<file path="config.mk">
export PLATFORM = sky130hd
export DESIGN_NAME = piece_drop_ctrl
export DESIGN_NICKNAME = d
export VERILOG_FILES = /design/src/rtl/piece_drop_ctrl.sv
export SDC_FILE = /design/constraint.sdc
export NUM_CORES = 1
export LEC_CHECK = 0
export BUFFER_PORTS_ARGS = -buffer_cell sky130_fd_sc_hd__buf_2
export CAP_MARGIN = 10
export CORE_MARGIN = 2
export CORE_UTILIZATION = 33
export CTS_CLUSTER_DIAMETER = 120
export DETAILED_ROUTE_END_ITERATION = 6
export HOLD_SLACK_MARGIN = 0.08
export PLACE_DENSITY = 0.51
export SLEW_MARGIN = 20
export SYNTH_ARGS = -nofsm -noshare
export SYNTH_HDL_FRONTEND = slang
export SYNTH_SLANG_ARGS = --single-unit
export TNS_END_PERCENT = 5
</file>
<file path="constraint.sdc">
create_clock -name clk -period 2.29 [get_ports clk]
set_clock_uncertainty 0.1 [all_clocks]
set_input_delay 0.3435 -clock clk [delete_from_list [all_inputs] [get_ports clk]]
set_output_delay 0.3435 -clock clk [all_outputs]
set_load 0.03 [all_outputs]
</file>
<file path="src/rtl/piece_drop_ctrl.sv">
// Piece drop controller: converts gravity ticks and the held down-key into step-down
// pulses, runs the lock-delay window, then locks, respawns and detects game over.
module piece_drop_ctrl #(
    parameter int GRAVITY_DIV = 8,
    parameter int FAST_DIV    = 2,
    parameter int LOCK_DELAY  = 4,
    parameter int CNT_W       = 8
) (
    input  logic clk,
    input  logic reset,
    input  logic start,
    input  logic pause,
    input  logic downKey,
    input  logic blocked,
    input  logic spawnBlocked,
    output logic stepDown,
    output logic lockPiece,
    output logic resetPiece,
    output logic spawn,
    output logic gameOver
);

    typedef enum logic [2:0] {
        IDLE,
        SPAWN,
        FALL,
        LOCK,
        LOCKOUT,
        OVER
    } state_t;

    state_t           state, state_nxt;
    logic [CNT_W-1:0] gcnt, gcnt_nxt;
    logic [CNT_W-1:0] lcnt, lcnt_nxt;
    logic [CNT_W-1:0] period_m1;
    logic             tick;

    // >= rather than == so a switch to fast mode with gcnt already past the fast
    // limit ticks at once instead of waiting for the counter to wrap.
    assign period_m1 = downKey ? CNT_W'(FAST_DIV - 1) : CNT_W'(GRAVITY_DIV - 1);
    assign tick      = (gcnt >= period_m1);

    always_ff @(posedge clk) begin
        if (reset) begin
            state <= IDLE;
            gcnt  <= '0;
            lcnt  <= '0;
        end else begin
            state <= state_nxt;
            gcnt  <= gcnt_nxt;
            lcnt  <= lcnt_nxt;
        end
    end

    always_comb begin
        state_nxt  = state;
        gcnt_nxt   = gcnt;
        lcnt_nxt   = lcnt;
        stepDown   = 1'b0;
        lockPiece  = 1'b0;
        resetPiece = 1'b0;
        spawn      = 1'b0;
        gameOver   = 1'b0;

        case (state)
            IDLE: begin
                if (start) begin
                    state_nxt = SPAWN;
                end
            end
            SPAWN: begin
                spawn = 1'b1;
                if (spawnBlocked) begin
                    state_nxt = OVER;
                end else begin
                    state_nxt = FALL;
                    gcnt_nxt  = '0;
                end
            end
            FALL: begin
                if (!pause) begin
                    if (!tick) begin
                        gcnt_nxt = gcnt + CNT_W'(1);
                    end else if (!blocked) begin
                        stepDown = 1'b1;
                        gcnt_nxt = '0;
                    end else begin
                        state_nxt = LOCK;
                        lcnt_nxt  = '0;
                    end
                end
            end
            LOCK: begin
                // Sliding off the ledge beats a hard drop, which beats the timer.
                if (!pause) begin
                    if (!blocked) begin
                        state_nxt = FALL;
                        gcnt_nxt  = '0;
                    end else if (downKey) begin
                        state_nxt = LOCKOUT;
                    end else if (lcnt == CNT_W'(LOCK_DELAY - 1)) begin
                        state_nxt = LOCKOUT;
                    end else begin
                        lcnt_nxt = lcnt + CNT_W'(1);
                    end
                end
            end
            LOCKOUT: begin
                lockPiece  = 1'b1;
                resetPiece = 1'b1;
                state_nxt  = SPAWN;
            end
            OVER: begin
                gameOver = 1'b1;
            end
            default: begin
                state_nxt = IDLE;
            end
        endcase

        // Outputs stay quiet while reset is held, whatever the current state.
        if (reset) begin
            stepDown   = 1'b0;
            lockPiece  = 1'b0;
            resetPiece = 1'b0;
            spawn      = 1'b0;
            gameOver   = 1'b0;
        end
    end

endmodule
</file>
==> Flow_metrics.wiki <==
{| class="wikitable"
! Metric !! Value
|-
| Run status || finished clean
|-
| Share of the clock period used by the worst path || 0.954
|-
| Fraction of power consumed by the clock network || 0.193
|-
| Synth top area cells || dfxtp_1 34%, ha_1 4.4%, nor2_1 4.3%, and2_1 3.3%, o31ai_2 3.3%
|-
| Number of violations reported at the end of detailed-routing iteration 0 || between 60 and 70
|-
| Area fraction of the dominant cell type after synthesis || 0.336
|-
| Post-detailed-route wirelength per cell || 13.0 µm
|-
| Worst hold path class || primary input to flip-flop
|-
| Total power divided by cell area || approximately 700 nW/µm²
|-
| Leakage power || 0.514 nW
|-
| Most used routing layer || met2
|-
| Combinational Power Share || 0.388
|-
| Number of synthesized flops with an enable pin || 0
|-
| Kind of capture point of the worst setup path || output port
|-
| Avg Vias per Cell || 5.44
|-
| Data arrival time at the worst-slack endpoint || 1.74 ns
|-
| Gr usage total || 0.137
|-
| Via count of the first global-routing pass || 972
|-
| Commonest cells in the netlist || 19 x dfxtp_1, 13 x nor2_1, 7 x o21ai_1
|-
| Post-synthesis cell type with the largest combined area || dfxtp_1
|-
| Startpoint Class || flip-flop
|-
| Count of final hold-check violations || 0
|-
| Layout cells sized above 1 || 0.205
|-
| Slowest cell on the critical path || dfxtp_1
|-
| Number of buffers created by CTS || 3
|-
| M3 GR Usage || 0.0108
|-
| Area growth from synthesis to final layout || 12.6%
|-
| Number of remaining DRC errors || 0
|-
| Number of unique standard cell types used by synthesis || 48
|-
| Number of setup violations in the final report || 0
|-
| Cell area after technology mapping || between 1000 and 1500 µm²
|-
| Syn Nets || approximately 140
|-
| Worst relative slew slack || 0.710
|-
| Flops & latches, synth || 19
|-
| Category of the critical setup timing path || flip-flop to output port
|-
| Number of standard cells after synthesis || 132
|-
| Dominant delay contributor by cell family on the critical path || compound AO/OA/AOI/OAI gates
|-
| Core region area || 3310 µm²
|-
| CTS tree || built
|-
| Total design power || 0.000891 W
|-
| Maximum number of pins on one net before global-route repair || 15
|-
| Crit-path cells || ha_1, a21oi_1, o211ai_1, and3_1, clkbuf_4
|-
| Antenna Violating Nets Remaining || 0
|-
| Number of hold-repair buffers added at the cts stage || 0
|-
| Library cell used as clock root buffer || clkbuf_4
|-
| Maximum buffer depth of the clock tree || 2
|-
| Half-perimeter wire length after placement || 1890 µm
|-
| Met2 usage in global routing || 0.223
|-
| Clk slew on worst S/H paths || 0.11 ns
|-
| Time the final worst path needs with I/O delays and setup || 2.18 ns
|-
| Post-route cell area || about 1300 µm²
|-
| Crit-path max cell delay || 0.36 ns
|-
| Syn Area/Cell || 8.58 µm²
|-
| Net count reported at finish || 158
|-
| Buffers & Inverters on Critical Path || 1
|-
| Ys async rst share || 0
|-
| Count of boundary I/O pins || 12
|-
| Placed instance area || 1230 µm²
|-
| Via count || 1045
|-
| Final max-slew violation count || 0
|-
| Worst endpoint required time || ~1.9 ns
|-
| Total Neg Setup Slack || 0 ns
|-
| Total length of routed wires || 2490 µm
|-
| CTS H-tree depth || 1
|-
| Fraction of the yosys area taken by sequential cells || 0.336
|-
| Num Clock Sinks || 19
|-
| Cell with the most instances after synthesis || dfxtp_1
|-
| Die Width || 62.6 µm
|-
| Chip height || 62.6 µm
|-
| Floorplan row count || 21
|-
| Number of violations of the max-capacitance limit || 0
|-
| Ys flop type || dfxtp_1
|-
| Worst slew pin tran || 0.434 ns
|-
| Die Outline Area || 3920 µm²
|-
| Internal power contribution || 0.000558 W
|-
| Antenna violations before repair || 0
|-
| GP Congestion || 0.846
|-
| First-pass GRT wire length || between 4000 and 5000 µm
|-
| Net Sw Frac || 0.374
|-
| Share of power burned in registers || 0.419
|-
| Clock insertion delay at the later pin of the skew report || 0.30 ns
|-
| Peak supply drop || 293 µV
|-
| Warnings from Yosys || 0
|-
| Number of inserted diodes || 0
|-
| Routing usage on met1 || 0.184
|-
| Crit-path max FO || 5
|-
| Total grt overflow || 0
|-
| PortBufs || 11
|-
| Switching power total || 0.000333 W
|-
| Highest achievable clock rate || between 0.4 and 0.5 GHz
|-
| Initial DRT Pass Iterations || 4
|-
| Initial Util || 0.342
|}
-- cells by family after synthesis --
kind of cell	Yosys count	share of synthesized area
adder cells (fa/ha/maj)	4	0.0442
multiplexers	2	0.0188
AND/OR/NAND/NOR	56	0.281
flip-flops	19	0.336
buffers and inverters	12	0.0519
AO/OA/AOI/OAI	39	0.269
-- power groups by stage --
| stage | Clock [W] | Sequential, W | Combinational [W] |
|---|---|---|---|
| after floorplan | 0 | 0.000372 | 0.000260 |
| after global placement | 0 | 0.000383 | 0.000343 |
| after detailed placement | 0 | 0.000381 | 0.000341 |
| after CTS | 0.000181 | 0.000374 | 0.000344 |
| after global routing | 0.000189 | 0.000377 | 0.000392 |
| final | 0.000172 | 0.000373 | 0.000346 |
-- per-stage QoR --
stage	worst slack, ns	util	hold slack (ns)	instances
after floorplan	0.235	-	0.330	132
after global placement	0.204	0.372	0.344	186
after CTS	0.0262	0.380	0.294	190
after detailed placement	0.206	0.372	0.347	186
final	0.106	0.385	0.298	192
after global routing	-0.0129	0.385	0.340	192
-- registers in the layout, indices dropped and copies added (netlist names) --
| register | count |
|---|---|
| state | 3 |
| gcnt | 8 |
| lcnt | 8 |
-- layout by cell type (no fill, tap or decap), types with 5 or more instances in the layout --
cell type	count
nand3_1	5
buf_2	10
and3_1	5
a21oi_1	5
o21ai_1	7
inv_1	6
nor3_1	5
dfxtp_1	19
nand2b_1	5
buf_4	5
and2_1	6
nor2_1	13
-- path summary, 6_finish.rpt --
check,slack [ns],cells after the start,endpoint,from
worst max-delay path,0.11,5,stepDown,gcnt[1]$_SDFFE_PP0P_
worst min-delay path,0.30,2,state[1]$_SDFFE_PP0P_,reset
worst max register to register,0.18,6,lcnt[7]$_SDFFE_PP0P_,lcnt[0]$_SDFFE_PP0P_
worst min register to register,0.37,1,gcnt[7]$_SDFFE_PP0P_,gcnt[7]$_SDFFE_PP0P_
-- cell type report --
type	count	area [µm²]
fillers	367	2040
multi-input cells	101	693
flip-flops and latches	19	380
repair buffers	16	95.1
well taps	46	57.6
clock buffers	4	26.3
inverters	6	22.5
-- routing by layer --
| metal | up-vias | routed length [µm] | share of wire |
|---|---|---|---|
| met5 | - | 0 | 0 |
| met4 | 0 | 55 | 0.022 |
| met3 | 5 | 68 | 0.027 |
| met2 | 19 | 1150 | 0.46 |
| met1 | 504 | 1220 | 0.49 |
| li1 | 517 | - | - |
-- repair_timing --
action                     CTS  global route
gates resized for setup      0             1
setup buffers                0             2
setup endpoints to repair    0             1
No activity file was read; power rests on OpenSTA's default activity.
